===== src/rtl/fifo_rdarbiter.sv =====
// Purpose : round-robin burst drain of CHANNELS_CNT FWFT channel FIFOs into one tagged stream.
// Latency : a pop in cycle N presents the word on o_valid/o_data in cycle N+1; 1 bubble per re-grant.
// Backpr. : single output register; while o_valid & ~i_ready the word holds and no channel is popped.
//
// Ports
//   clk, rst_n           clock (rising edge) and async active-low reset
//   i_en                 arbitration enable; dropping it ends the burst and parks the FSM in IDLE
//   i_rd_valid_channels  FWFT head-valid per channel
//   i_rd_data_channels   FWFT head data per channel, channel c at [c*CHANNEL_WIDTH +: CHANNEL_WIDTH]
//   o_rd_en_channels     pop strobe per channel, one-hot or zero
//   o_valid / i_ready    output handshake
//   o_data               output word
//   o_channel_id         channel the word was popped from
//   o_last               word was the BURST_LEN-th of its grant
//   o_busy               FSM is not in IDLE
module fifo_rdarbiter #(
  parameter int CHANNEL_WIDTH = 32,
  parameter int CHANNELS_CNT  = 5,
  parameter int BURST_LEN     = 16
) (
  input  logic                                    clk,
  input  logic                                    rst_n,
  input  logic                                    i_en,
  input  logic [CHANNELS_CNT-1:0]                 i_rd_valid_channels,
  input  logic [CHANNELS_CNT*CHANNEL_WIDTH-1:0]   i_rd_data_channels,
  output logic [CHANNELS_CNT-1:0]                 o_rd_en_channels,
  output logic                                    o_valid,
  input  logic                                    i_ready,
  output logic [CHANNEL_WIDTH-1:0]                o_data,
  output logic [$clog2(CHANNELS_CNT)-1:0]         o_channel_id,
  output logic                                    o_last,
  output logic                                    o_busy
);

  localparam int IDW = $clog2(CHANNELS_CNT);
  localparam int BCW = $clog2(BURST_LEN + 1);

  localparam logic [1:0] ST_IDLE = 2'd0;
  localparam logic [1:0] ST_ARB  = 2'd1;
  localparam logic [1:0] ST_XFER = 2'd2;

  localparam logic [IDW-1:0] LAST_CH    = IDW'(CHANNELS_CNT - 1);
  localparam logic [BCW-1:0] BURST_MAX  = BCW'(BURST_LEN);
  localparam logic [BCW-1:0] BURST_LAST = BCW'(BURST_LEN - 1);

  logic [1:0]               state;
  logic [1:0]               state_nxt;
  // rr_ptr doubles as the current grant: it is loaded with the winner in ARB
  // and stays put for the whole burst, so a separate grant register would
  // always hold the same value.
  logic [IDW-1:0]           rr_ptr;
  logic [BCW-1:0]           beat_cnt;

  logic                     arb_found;
  logic [IDW-1:0]           arb_pick;
  logic [IDW-1:0]           arb_cand;

  logic                     grant_vld;
  logic [CHANNEL_WIDTH-1:0] grant_dat;
  logic                     out_free;
  logic                     pop;
  logic                     burst_done;
  logic                     arb_take;

  // Round-robin search: walk rr_ptr+1, rr_ptr+2, ... with wrap, first valid
  // channel wins. Walking the candidate with an explicit wrap keeps the index
  // in range for non-power-of-two channel counts.
  always_comb begin
    arb_found = 1'b0;
    arb_pick  = rr_ptr;
    arb_cand  = rr_ptr;
    for (int i = 0; i < CHANNELS_CNT; i++) begin
      arb_cand = (arb_cand == LAST_CH) ? '0 : arb_cand + IDW'(1);
      if (!arb_found && i_rd_valid_channels[arb_cand]) begin
        arb_found = 1'b1;
        arb_pick  = arb_cand;
      end
    end
  end

  assign grant_vld = i_rd_valid_channels[rr_ptr];
  assign grant_dat = i_rd_data_channels[rr_ptr*CHANNEL_WIDTH +: CHANNEL_WIDTH];

  // Output register can take a word if it is empty or being drained this cycle.
  assign out_free = ~o_valid | i_ready;

  assign pop = (state == ST_XFER) & grant_vld & out_free & (beat_cnt < BURST_MAX);

  // Leave XFER on the cycle the final beat pops so that the only gap between
  // bursts is the single ARB cycle. The ==BURST_MAX term is a safety net.
  assign burst_done = (pop & (beat_cnt == BURST_LAST)) | (beat_cnt == BURST_MAX);

  assign arb_take = (state == ST_ARB) & i_en & arb_found;

  always_comb begin
    o_rd_en_channels = '0;
    if (pop) begin
      o_rd_en_channels[rr_ptr] = 1'b1;
    end
  end

  always_comb begin
    state_nxt = state;
    case (state)
      ST_IDLE: begin
        if (i_en) begin
          state_nxt = ST_ARB;
        end
      end
      ST_ARB: begin
        if (!i_en) begin
          state_nxt = ST_IDLE;
        end else if (arb_found) begin
          state_nxt = ST_XFER;
        end
      end
      ST_XFER: begin
        // Disable goes through ARB, which then drops to IDLE next cycle.
        if (!i_en || !grant_vld || burst_done) begin
          state_nxt = ST_ARB;
        end
      end
      default: state_nxt = ST_IDLE;
    endcase
  end

  always_ff @(posedge clk or negedge rst_n) begin
    if (!rst_n) begin
      state    <= ST_IDLE;
      rr_ptr   <= LAST_CH;
      beat_cnt <= '0;
    end else begin
      state <= state_nxt;
      if (arb_take) begin
        rr_ptr   <= arb_pick;
        beat_cnt <= '0;
      end else if (pop) begin
        beat_cnt <= beat_cnt + BCW'(1);
      end
    end
  end

  // Single-stage output register. A pop always refills it; otherwise an
  // accepted word empties it and an unaccepted word is held unchanged.
  always_ff @(posedge clk or negedge rst_n) begin
    if (!rst_n) begin
      o_valid      <= 1'b0;
      o_data       <= '0;
      o_channel_id <= '0;
      o_last       <= 1'b0;
    end else begin
      if (pop) begin
        o_valid      <= 1'b1;
        o_data       <= grant_dat;
        o_channel_id <= rr_ptr;
        o_last       <= (beat_cnt == BURST_LAST);
      end else if (i_ready) begin
        o_valid      <= 1'b0;
      end
    end
  end

  assign o_busy = (state != ST_IDLE);

endmodule


===== config.mk =====
export PLATFORM = sky130hd
export DESIGN_NAME = fifo_rdarbiter
export DESIGN_NICKNAME = d
export VERILOG_FILES = /design/src/rtl/fifo_rdarbiter.sv
export SDC_FILE = /design/constraint.sdc
export NUM_CORES = 1
export LEC_CHECK = 0
export CAP_MARGIN = 15
export CORE_MARGIN = 2
export CORE_UTILIZATION = 37
export CTS_CLUSTER_DIAMETER = 40
export DETAILED_ROUTE_END_ITERATION = 16
export HOLD_SLACK_MARGIN = 0.05
export PLACE_DENSITY = 0.87
export SYNTH_ARGS = -nofsm -noshare
export SYNTH_HDL_FRONTEND = slang
export SYNTH_SLANG_ARGS = --single-unit

===== constraint.sdc =====
create_clock -name clk -period 4.75 [get_ports clk]
set_input_delay 0.95 -clock clk [delete_from_list [all_inputs] [get_ports clk]]
set_output_delay 0.95 -clock clk [all_outputs]
set_load 0.01 [all_outputs]

# Word level (Yosys, flattened, before mapping)
# Index checks and enable logic that the tools add are counted.
# op_classes
addsub,6
order_cmp,8
eq_ne,12
shift,1
muxes,39
n_bitwise,9
reduce_logical,20
# op_table
cell,n
160-bit by 9-bit variable part select with 32-bit output,1
3-bit 2-to-1 mux,10
3-bit by 4-bit less-than comparator with 1-bit output (second input constant),6
1-bit binary-select mux with 3-bit select,6
3-bit by 1-bit adder with 3-bit output (second input constant),5
3-bit == test (second input constant),5
5-bit 2-to-1 mux,3
1-bit 2-to-1 mux,14
2-bit 2-to-1 mux,4
1-bit AND,6
1-bit zero test,6
2-bit case mux with 3 select lines,1
2-bit nonzero test,3
5-bit by 1-bit adder with 5-bit output (second input constant),1
5-bit by 4-bit == test with 1-bit output (second input constant),1
5-bit == test (second input constant),1
1-bit logical AND,5
5-bit less-than comparator (second input constant),1
5-bit nonzero test,1
1-bit demux with 3-bit select,1
3-bit by 1-bit greater-or-equal comparator with 1-bit output (second input constant),1
3-bit != test (second input constant),1
3-bit AND reduction,1
2-bit by 1-bit == test with 1-bit output (second input constant),1
8 further kinds,10
# word_totals
register_bits,47
out_inout_bits,43
elab_cells,102

# Logic depth before layout (Yosys ltp)
# depth
depth_word,20
depth_mapped,23

# Least setup slack after synthesis
# No wires, ideal clock.
# synth_path
kind,register to register
startpoint,register rr_ptr[0]
endpoint,register rr_ptr[1]
setup_ns,0.126
arrival_ns,4.917
path_slack_ns,-0.293
stages_incl_launch_ff,21
n_path_buf,4
synth_period_minus_slack_ns,5.043
path_cell_list,dfrtp_1 clkbuf_1 buf_1 inv_1 ha_1 buf_6 a21oi_1 inv_1 ha_1 o21ai_0 a22o_1 clkinv_1 ha_1 clkbuf_1 or3_4 a2bb2oi_4 mux4_2 a22o_1 o31ai_1 a21oi_1 o32a_1
# synth_via
elab_chain_cells,19
elab_cells_between_ends,46
classes_between,add/sub: 5; eq/ne: 5; mux: 25; bitwise: 1; reduce/logical: 10
# synth_rtl
element,line,text
start: declaration,51,logic [IDW-1:0] rr_ptr;
start signal: assignment,135,rr_ptr <= arb_pick;
3-bit by 1-bit adder with 3-bit output / 3-bit == test (equally long branches),73,arb_cand = (arb_cand == LAST_CH) ? '0 : arb_cand + IDW'(1);
3-bit 2-to-1 mux (*),73,
"parallel branches: the longest is 17 deep, another holds 3-bit by 1-bit adder with 3-bit output",-,
# Mark *: on every way between the ends. The select of a mux whose other input is x is not followed.
# A chain may end at the register's enable or synchronous reset.

# Final worst setup path
# layout_path
startpoint,register rr_ptr[0]
endpoint,register rr_ptr[0]
# Same word-level chain as after synthesis.

==> results.json <==
{
  "run_status": "finished clean",
  "synth.area.top_cells": "dfrtp_1 (28%), mux2i_1 (17%), o221ai_1 (6.8%)",
  "path_max_fanout": 11,
  "postCtsResizedCells": 1,
  "std_cell_rows": 38,
  "cts-root-buf": "clkbuf_8",
  "fp.dieW_um": 110,
  "ys_async_sr_fraction": 1.00,
  "antenna_found_initial": 0,
  "use_met2": 0.441,
  "cts_hold_buf": 0,
  "hold_viol_final": 0,
  "overflow": 0,
  "syn_avg_cell_area_um2": 8.69,
  "grt_util_met3": 0.0474,
  "routedWlPerCell_um": 18.6,
  "first_pass_iters": 5,
  "cts_tree": "yes",
  "max-slew-margin-rel": 0.455,
  "post-route-period-util": 0.949,
  "drt-total-wl_um": 15100,
  "min_period_ns": 4.51,
  "critPathRequiredTime_ns": 4.97,
  "viasPerCell": 5.65,
  "via_count": 4576,
  "critPathKind": "reg -> reg",
  "ant_nets": 0,
  "first_iter_violations": 176,
  "chipHeight_um": 110,
  "arrival_ns": 4.73,
  "htreeDepth": 2,
  "grt.total_usage": 0.245,
  "start_util": 0.381,
  "first_global_vias": 4631,
  "rrSetupSlack_ns": 0.24,
  "power_density_mw_per_mm2": 686,
  "hold_class": "reg -> reg",
  "dp_cells": 801,
  "end_kind": "flop",
  "ir_drop_v": 0.000453,
  "final_common_cell": "clkdlybuf4s50_1",
  "synth_top_area_share": 0.277,
  "grt_busiest_layer": "met2",
  "synth_edf_count": 0,
  "ios": 212,
  "postSynthRegisterBits": 47,
  "use_met1": 0.290,
  "tightest_slew_ns": 0.812,
  "synth_ff_type": "dfrtp_1",
  "seq_area_frac_synth": 0.284,
  "utilization": 0.600,
  "slew_violations": 0,
  "syn_area_mm2": 0.00415,
  "layoutNonFillerInstCount": 810,
  "final_nets": 848,
  "grt_max_degree": 65,
  "dp_hpwl_um": 11700,
  "leakagePower_uw": 0.00264,
  "die_area_mm2": 0.0121,
  "insertion_delay_ns": 0.30,
  "fin_tns_setup_ns": 0,
  "diodes": 0,
  "critPathLaunchType": "flop",
  "synth_cells": 478,
  "setup_viol": 0,
  "syn-num-nets": 657,
  "drv_cap": 0,
  "numClockSinks": 47,
  "clock_path_buffers": 2,
  "cts_buffers": 5,
  "ys_types": 69,
  "synth_warnings": 0,
  "grt_pass1_wl_um": 23100,
  "finClkSkew_ns": 0.00843,
  "coreArea_mm2": 0.0109,
  "drc": 0,
  "clkTransAtPathRegs_ns": 0.10,
  "max_freq_mhz": 222,
  "area_growth_pct": 57.3,
  "numPortBuffers": 211,
  "gp_congestion": 0.965,
  "final_cell_mix": "clkdlybuf4s50_1 (208), mux2i_1 (69), nor2_1 (56)",
  "post-cts-setup-buffer-count": 0,
  "yosysTopAreaCell": "dfrtp_1",
  "layout-drive-gt1-share": 0.0776
}
## sequential cells by signal, summed over array words and instances (netlist names)
| register | flops |
|---|---|
| o_channel_id | 3 |
| rr_ptr | 3 |
| o_last | 1 |
| o_data | 32 |
| o_valid | 1 |
| state | 2 |
| beat_cnt | 5 |
## cell type report
type | count | area (um2)
Inverter | 13 | 50.0
Timing Repair Buffer | 225 | 2250
Clock inverter | 3 | 47.5
Clock buffer | 5 | 68.8
Sequential cell | 47 | 1180
Tap cell | 140 | 175
Fill cell | 928 | 4360
Multi-Input combinational cell | 377 | 2760
## path summary, 6_finish.rpt
kind                                  from         endpoint  cells past startpoint
hold / removal             o_channel_id[1]  o_channel_id[1]                      2
setup / recovery                 rr_ptr[0]        rr_ptr[0]                     15
max in group asynchronous            rst_n        o_data[9]                      2
hold reg to reg            o_channel_id[1]  o_channel_id[1]                      2
min in group asynchronous            rst_n         state[0]                      1
setup reg to reg                 rr_ptr[0]        rr_ptr[0]                     15
## logic make-up after synthesis
logic type	Yosys count	share of synthesized area
and+or+nand+nor	128	0.154
xor gates and xnor gates	5	0.0106
muxes	75	0.188
AOI/OAI and AO/OA	159	0.277
buffers and inverters	54	0.0570
adders and majority gates	10	0.0301
DFF	47	0.284
## routing by layer
layer,up-vias,part of all wire,wire (um)
li1,2172,-,-
met4,0,0.020,308
met5,-,0,0
met2,214,0.53,8060
met1,2162,0.38,5770
met3,28,0.062,933
## Yosys cell counts (6+ instances only)
cell type   n
nand2_1    23
nor3_1      6
nand2b_1    6
a21oi_1    43
mux2i_1    69
o21a_1     32
o221ai_1   32
inv_1      12
clkbuf_1   24
o21ai_0    13
buf_1       9
dfrtp_1    46
nor2_1     57
ha_1       10
## report_power, final
| group | leakage, uW | internal (uW) | total, uW | switching (uW) |
|---|---|---|---|---|
| combinational | 0.00202 | 1560 | 3450 | 1890 |
| sequential | 0.000567 | 589 | 722 | 134 |
| clock | 0.0000587 | 160 | 310 | 151 |
| total | 0.00264 | 2310 | 4480 | 2180 |
## worst max-delay path, stage by stage (launching register included)
cell and delay [ns]:
dfrtp_4 0.47, inv_1 0.12, ha_1 0.38, inv_1 0.09, ha_1 0.24, o21ai_0 0.09, a22o_2 0.27, clkinv_2 0.18
ha_1 0.43, or3_4 0.44, a2bb2oi_4 0.21, mux4_2 0.57, a22oi_2 0.28, nand2_1 0.11, a221o_1 0.36, a31oi_1 0.18
## per-stage QoR
| step | setup slack (ns) | hold WS [ns] | power, uW | cell area, um2 |
|---|---|---|---|---|
| 2_1_floorplan | 0.0693 | 0.473 | 3070 | 4160 |
| 3_3_place_gp | 0.306 | 0.458 | 3970 | 6360 |
| 3_5_place_dp | 0.223 | 0.463 | 4090 | 6360 |
| 4_1_cts | 0.165 | 0.487 | 4410 | 6480 |
| 5_1_grt | -0.0333 | 0.483 | 4810 | 6530 |
| 6_report | 0.240 | 0.482 | 4480 | 6530 |
(Power assumes the default switching activity.)
